## src/rtl/uart_pkg.sv

```systemverilog
// Shared UART definitions used by the transmitter and receiver.
// Frame states, parity modes and the default oversampling rate.
package uart_pkg;

    typedef enum logic [2:0] {
        IDLE  = 3'd0,
        START = 3'd1,
        DATA  = 3'd2,
        PAR   = 3'd3,
        STOP  = 3'd4
    } uart_state_e;

    localparam int PAR_NONE = 0;
    localparam int PAR_EVEN = 1;
    localparam int PAR_ODD  = 2;

    localparam int OVERSAMPLE_DEF = 16;

    // Counter width able to hold 0..n-1, never narrower than one bit.
    function automatic int cnt_w(input int n);
        return (n <= 2) ? 1 : $clog2(n);
    endfunction

endpackage

```

## src/rtl/uart_tx_if.sv

```systemverilog
// Byte handshake into the UART transmitter.
// The producer is the master; the transmitter is the slave.
interface uart_tx_if #(
    parameter int DATA_BITS = 8
);

    logic [DATA_BITS-1:0] in_data;
    logic                 in_valid;
    logic                 in_ready;

    modport master (
        output in_data,
        output in_valid,
        input  in_ready
    );

    modport slave (
        input  in_data,
        input  in_valid,
        output in_ready
    );

endinterface

```

## src/rtl/uart_bit_timer.sv

```systemverilog
// Oversampling tick counter marking the end of each serial bit.
// A clear holds the count at zero and ignores a coincident tick.
module uart_bit_timer
    import uart_pkg::*;
#(
    parameter int OVERSAMPLE = OVERSAMPLE_DEF
) (
    input  logic clk,
    input  logic rst,
    input  logic baud_tick,
    input  logic clear,
    output logic bit_end
);

    localparam int CW = cnt_w(OVERSAMPLE);
    localparam logic [CW-1:0] LAST = CW'(OVERSAMPLE - 1);

    logic [CW-1:0] cnt_q;
    logic [CW-1:0] cnt_d;

    // Advance on ticks, wrap at the last tick of the bit.
    always_comb begin
        bit_end = baud_tick && (cnt_q == LAST);
        cnt_d   = cnt_q;
        if (clear) begin
            cnt_d = '0;
        end else if (baud_tick) begin
            cnt_d = bit_end ? '0 : cnt_q + 1'b1;
        end
    end

    // Counter register.
    always_ff @(posedge clk or posedge rst) begin
        if (rst) begin
            cnt_q <= '0;
        end else begin
            cnt_q <= cnt_d;
        end
    end

endmodule

```

## src/rtl/uart_tx.sv

```systemverilog
// UART transmitter: one-byte holding register feeding an LSB-first
// shifter framed with start, optional parity and 1 or 2 stop bits.
module uart_tx
    import uart_pkg::*;
#(
    parameter int DATA_BITS  = 8,
    parameter int OVERSAMPLE = OVERSAMPLE_DEF,
    parameter int PARITY     = PAR_NONE,
    parameter int STOP_BITS  = 1
) (
    input  logic     clk,
    input  logic     areset,
    input  logic     baud_tick,
    uart_tx_if.slave in_if,
    output logic     tx,
    output logic     busy,
    output logic     done
);

    localparam logic [2:0] BIT_LAST = 3'(DATA_BITS - 1);
    localparam logic       HAS_PAR  = (PARITY != PAR_NONE);
    localparam logic       ODD      = (PARITY == PAR_ODD);
    localparam logic       TWO_STOP = (STOP_BITS == 2);

    uart_state_e state_q, state_d;

    logic [DATA_BITS-1:0] shift_q, shift_d;
    logic [DATA_BITS-1:0] hold_q, hold_d;
    logic                 hold_valid_q, hold_valid_d;
    logic [2:0]           bit_q, bit_d;
    logic                 stop_q, stop_d;
    logic                 par_q, par_d;
    logic                 tx_q, tx_d;
    logic                 busy_q, busy_d;

    logic hs;
    logic load;
    logic last_stop;
    logic timer_clr;
    logic bit_end;

    uart_bit_timer #(
        .OVERSAMPLE(OVERSAMPLE)
    ) u_timer (
        .clk       (clk),
        .rst       (areset),
        .baud_tick (baud_tick),
        .clear     (timer_clr),
        .bit_end   (bit_end)
    );

    assign in_if.in_ready = ~hold_valid_q;
    assign tx             = tx_q;
    assign busy           = busy_q;

    assign hs        = in_if.in_valid & ~hold_valid_q;
    assign last_stop = ~TWO_STOP | stop_q;

    // Frame sequencing, holding register and next line level.
    // done is raised during the cycle whose tick closes the last
    // stop bit, so it overlaps the final high cycle of the frame.
    always_comb begin
        state_d      = state_q;
        shift_d      = shift_q;
        hold_d       = hold_q;
        hold_valid_d = hold_valid_q;
        bit_d        = bit_q;
        stop_d       = stop_q;
        par_d        = par_q;
        load         = 1'b0;
        timer_clr    = 1'b0;
        done         = 1'b0;

        unique case (state_q)
            IDLE: begin
                timer_clr = 1'b1;
                if (hold_valid_q) begin
                    load    = 1'b1;
                    state_d = START;
                end
            end
            START: begin
                if (bit_end) begin
                    state_d = DATA;
                end
            end
            DATA: begin
                if (bit_end) begin
                    shift_d = shift_q >> 1;
                    par_d   = par_q ^ shift_q[0];
                    if (bit_q == BIT_LAST) begin
                        bit_d   = '0;
                        stop_d  = 1'b0;
                        state_d = HAS_PAR ? PAR : STOP;
                    end else begin
                        bit_d = bit_q + 3'd1;
                    end
                end
            end
            PAR: begin
                if (bit_end) begin
                    stop_d  = 1'b0;
                    state_d = STOP;
                end
            end
            STOP: begin
                if (bit_end) begin
                    if (last_stop) begin
                        done = 1'b1;
                        if (hold_valid_q) begin
                            load      = 1'b1;
                            timer_clr = 1'b1;
                            state_d   = START;
                        end else begin
                            state_d = IDLE;
                        end
                    end else begin
                        stop_d = 1'b1;
                    end
                end
            end
            default: begin
                state_d = IDLE;
            end
        endcase

        // Shifter takes the held byte; parity restarts per frame.
        if (load) begin
            shift_d      = hold_q;
            par_d        = 1'b0;
            bit_d        = '0;
            stop_d       = 1'b0;
            hold_valid_d = 1'b0;
        end

        // A new byte lands after the unload so it is never lost.
        if (hs) begin
            hold_d       = in_if.in_data;
            hold_valid_d = 1'b1;
        end
    end

    // Line level and busy follow the state being entered.
    always_comb begin
        tx_d   = 1'b1;
        busy_d = (state_d != IDLE);
        unique case (state_d)
            IDLE:    tx_d = 1'b1;
            START:   tx_d = 1'b0;
            DATA:    tx_d = shift_d[0];
            PAR:     tx_d = par_d ^ ODD;
            STOP:    tx_d = 1'b1;
            default: tx_d = 1'b1;
        endcase
    end

    // State, datapath and registered outputs.
    always_ff @(posedge clk or posedge areset) begin
        if (areset) begin
            state_q      <= IDLE;
            shift_q      <= '0;
            hold_q       <= '0;
            hold_valid_q <= 1'b0;
            bit_q        <= '0;
            stop_q       <= 1'b0;
            par_q        <= 1'b0;
            tx_q         <= 1'b1;
            busy_q       <= 1'b0;
        end else begin
            state_q      <= state_d;
            shift_q      <= shift_d;
            hold_q       <= hold_d;
            hold_valid_q <= hold_valid_d;
            bit_q        <= bit_d;
            stop_q       <= stop_d;
            par_q        <= par_d;
            tx_q         <= tx_d;
            busy_q       <= busy_d;
        end
    end

endmodule

```

## src/flat_wrapper.sv

```systemverilog
// flat-port wrapper written by rule: the top's interface ports become plain ports
module uart_tx_flat import uart_pkg::*;
#(
    parameter int DATA_BITS  = 8,
    parameter int OVERSAMPLE = OVERSAMPLE_DEF,
    parameter int PARITY     = PAR_NONE,
    parameter int STOP_BITS  = 1
)
  (clk, areset, baud_tick, tx, busy, done, in_if_in_data, in_if_in_valid, in_if_in_ready);
  uart_tx_if #(.DATA_BITS(DATA_BITS)) in_if_i ();
  input  logic clk;
  input  logic areset;
  input  logic baud_tick;
  output logic tx;
  output logic busy;
  output logic done;
  input wire logic [$bits(in_if_i.in_data)-1:0] in_if_in_data;
  input wire logic [$bits(in_if_i.in_valid)-1:0] in_if_in_valid;
  output wire logic [$bits(in_if_i.in_ready)-1:0] in_if_in_ready;
  assign in_if_i.in_data = in_if_in_data;
  assign in_if_i.in_valid = in_if_in_valid;
  assign in_if_in_ready = in_if_i.in_ready;
  uart_tx #(.DATA_BITS(DATA_BITS), .OVERSAMPLE(OVERSAMPLE), .PARITY(PARITY), .STOP_BITS(STOP_BITS)) u_core (.clk(clk), .areset(areset), .baud_tick(baud_tick), .in_if(in_if_i), .tx(tx), .busy(busy), .done(done));
endmodule
```

## config.mk

```make
export PLATFORM = sky130hd
export DESIGN_NAME = uart_tx_flat
export DESIGN_NICKNAME = d
export VERILOG_FILES = /design/src/rtl/uart_pkg.sv /design/src/rtl/uart_tx_if.sv /design/src/rtl/uart_bit_timer.sv /design/src/rtl/uart_tx.sv /design/src/flat_wrapper.sv
export SDC_FILE = /design/constraint.sdc
export NUM_CORES = 1
export LEC_CHECK = 0
export ABC_AREA = 0
export BUFFER_PORTS_ARGS = -buffer_cell sky130_fd_sc_hd__buf_2
export CORE_MARGIN = 1
export CORE_UTILIZATION = 29
export CTS_CLUSTER_DIAMETER = 150
export DETAILED_ROUTE_END_ITERATION = 8
export GPL_TIMING_DRIVEN = 0
export SKIP_CTS_REPAIR_TIMING = 1
export SYNTH_ARGS = -nofsm -noshare
export SYNTH_HDL_FRONTEND = slang
export SYNTH_SLANG_ARGS = --single-unit
```

## constraint.sdc

```tcl
create_clock -name clk -period 2 [get_ports clk]
set_input_delay 0.2 -clock clk [delete_from_list [all_inputs] [get_ports clk]]
set_output_delay 0.2 -clock clk [all_outputs]
set_load 0.01 [all_outputs]
```

==> results by group <==
Placed design
  • IO Port Bufs: 14
  • Global placer's final weighted congestion: 0.8137
  • Post-DP HPWL: 1.919 mm

Finish
  • Layout cell share with drive strength beyond 1: 28.57%
  • NumNets Final: 168
  • N_diodes: 0
  • Synthesis-to-finish area growth: 17.74%
  • Final cell utilization of the core: 36.69%

GRT
  • Total track usage: 12.27%
  • Vias in the first global route: 1,025
  • Largest net degree at the start of global routing: 31
  • Global-route wire length before repair: 4.650 mm
  • Initial antenna violation count: 0
  • Total grt overflow: 0

Status
  • Outcome: completed

Power
  • P_leak: 0.7618 nW
  • Pwr/cell area: 1331 nW/um^2
  • Max VDD drop: 0.5715 mV

Drt
  • Drt pass-1 iters: 4
  • Vias after detailed routing: 1,028
  • Antenna-violating nets left: 0
  • 1st-iter DRT viols: 33
  • DR DRC count: 0
  • Routed Wire Length: 2.748 mm
  • Wire length per cell: 13.34 um
  • Via/cell ratio: 4.990

Clock tree
  • Worst-path clk slew: 0.06 ns
  • Max Root-Sink Buffers: 2
  • CTS H-tree lvls: 2
  • Clock sinks: 30
  • CTS tree: built
  • Clock root buffer: clkbuf_8
  • Cts bufs inserted: 5
  • Clk_lat worst skew: 0.28 ns

Synthesis
  • Number of distinct library cells after synthesis: 37
  • Avg Inst Size Synth: 10.88 um^2
  • Largest cells by area after synthesis: dfrtp_1 (52%), nand2_1 (7.0%), mux2_2 (6.4%)
  • Ys Warns: 0
  • Synth area leader: dfrtp_1
  • Synth Register Bits: 30
  • EDFF count, synth: 0
  • Primary FF master, synth: dfrtp_1
  • Async S/R FF share, synth: 100.0%
  • Cells after Synth: 129
  • Post-Synthesis Net Count: 144
  • Seq/Total Area, Yosys: 53.57%
  • Area fraction of the dominant cell type after synthesis: 51.69%
  • Post-Syn Area: 1404 um^2

Die
  • I/O Pins: 16
  • Die Width: 71.58 um
  • Row cnt: 24
  • Core area: 4504 um^2
  • Die height: 71.58 um
  • Full die area: 5123 um^2
  • Initial Utilization: 31.17%

Worst hold path
  • Class of the worst hold path: primary input to flip-flop
  • Hold path start: in_if_in_data[3]

Worst setup path
  • Worst Setup EP: u_core.busy
  • R2r setup slk: 0.23 ns
  • Crit path launch: u_core.u_timer.cnt_q[0]
  • Arrival @ worst endpoint: 1.93 ns
  • Crit path capture type: flip-flop
  • Reg2reg path depth: 5
  • FF-to-FF Start: u_core.u_timer.cnt_q[0]
  • Critical Path RT: 2.16 ns
  • FF-to-FF End: u_core.busy
  • WS Path Type: flip-flop to flip-flop
  • Setup crit start kind: flip-flop
  • CP max FO: 10

Flow run
  • Maximum Capacitance Violations: 0

Timing
  • Slew Limit Fails: 0
  • Worst Skew: 0.002580 ns
  • RSZ-0062 raised after global routing: false
  • Part of the cycle the worst path needs: 88.32%
  • Max_slew headroom: 23.17%
  • Fmax: 0.5661 GHz
  • Final setup violation count: 0
  • Setup Total Neg Slack: 0 ns
  • Worst slew pin tran: 1.151 ns
  • Hold Fails Final Rpt: 0
  • Post-route minimum period: 1.766 ns
per-stage QoR:
stage | total power, mW | worst slack (ns) | area [um^2] | cells | hold WS [ns]
global placement | 1.658 | 0.05886 | 1539 | 195 | 0.4297
detailed placement | 1.715 | 0.03643 | 1539 | 195 | 0.4373
global route | 2.368 | 0.06654 | 1653 | 206 | 0.1332
floorplan | 1.526 | 0.2775 | 1404 | 129 | 0.2901
finish | 2.201 | 0.2335 | 1653 | 206 | 0.1442
CTS | 2.225 | 0.003436 | 1630 | 203 | 0.1392
how the worst min path moves through the flow:
stage	to	slack (ns)	depth (start not counted)
floorplan	u_core.bit_q[0]	0.29	1
global placement	u_core.hold_valid_q	0.43	3
detailed placement	u_core.hold_valid_q	0.44	3
CTS	u_core.hold_valid_q	0.14	3
global route	u_core.hold_valid_q	0.13	3
finish	u_core.hold_q[3]	0.14	2
synthesized netlist by cell type (2+ instances only):
| cell | n |
|---|---|
| dfrtp_1 | 29 |
| nand2_1 | 26 |
| nor2_1 | 11 |
| mux2_2 | 8 |
| a22oi_1 | 7 |
| a21oi_1 | 5 |
| o21ai_0 | 4 |
| ha_1 | 3 |
| inv_1 | 3 |
| mux2i_1 | 3 |
| buf_2 | 2 |
| nand2b_1 | 2 |
| or3_1 | 2 |
cell families (layout without fill, tap and decap cells):
kind of cell,Yosys count,count (layout),synth area share (%)
simple gates,53,53,19.34
flops,30,30,53.57
compound gates,23,23,12.12
mux,11,11,8.556
buf+inv,8,33,3.119
fa+ha+maj,3,3,2.674
xor+xnor,1,1,0.6240
power by group:
part | internal [mW] | switching [mW]
Clock | 0.277 | 0.224
Sequential | 0.860 | 0.178
Combinational | 0.312 | 0.350
area by class of cell:
cell class | count | area [um^2]
buffer | 5 | 32.53
tap | 52 | 65.06
clock buffer | 7 | 86.33
inverter | 3 | 11.26
fill | 458 | 2851
sequential | 30 | 752.0
multi-input combinational | 91 | 608.1
timing repair buffer | 17 | 92.59
clock inverter | 1 | 5.005
metal layers:
layer	GRT usage (%)	up-vias	routed length [um]
li1	-	499	-
met3	4.079	10	129
met2	20.42	26	1365
met1	13.22	493	1159
met4	8.497	0	94
met5	0	-	0
flip-flops by register name (all words and copies together), names as in the netlist:
signal,flops
u_core.shift_q,8
u_core.par_q,1
u_core.u_timer.cnt_q,4
u_core.hold_valid_q,1
u_core.bit_q,3
u_core.hold_q,8
u_core.tx,1
u_core.state_q,3
u_core.busy,1
cell usage in the layout, fill, tap and decap left out, drive strengths merged, types with 2 or more instances in the layout:
cell     n
dfrtp   29
nand2   26
buf     21
nor2    11
mux2     8
clkbuf   8
a22oi    7
a21oi    6
o21ai    5
inv      3
mux2i    3
ha       3
or3      3
nand2b   2
nand4    2
nor3     2
critical path: stages (launching register included):
cell and delay (ns):
dfrtp_1 0.40, ha_1 0.29, nand4_4 0.23, o21ai_0 0.22, a21oi_1 0.13, or3_1 0.37
No activity file was read; power rests on OpenSTA's default activity.
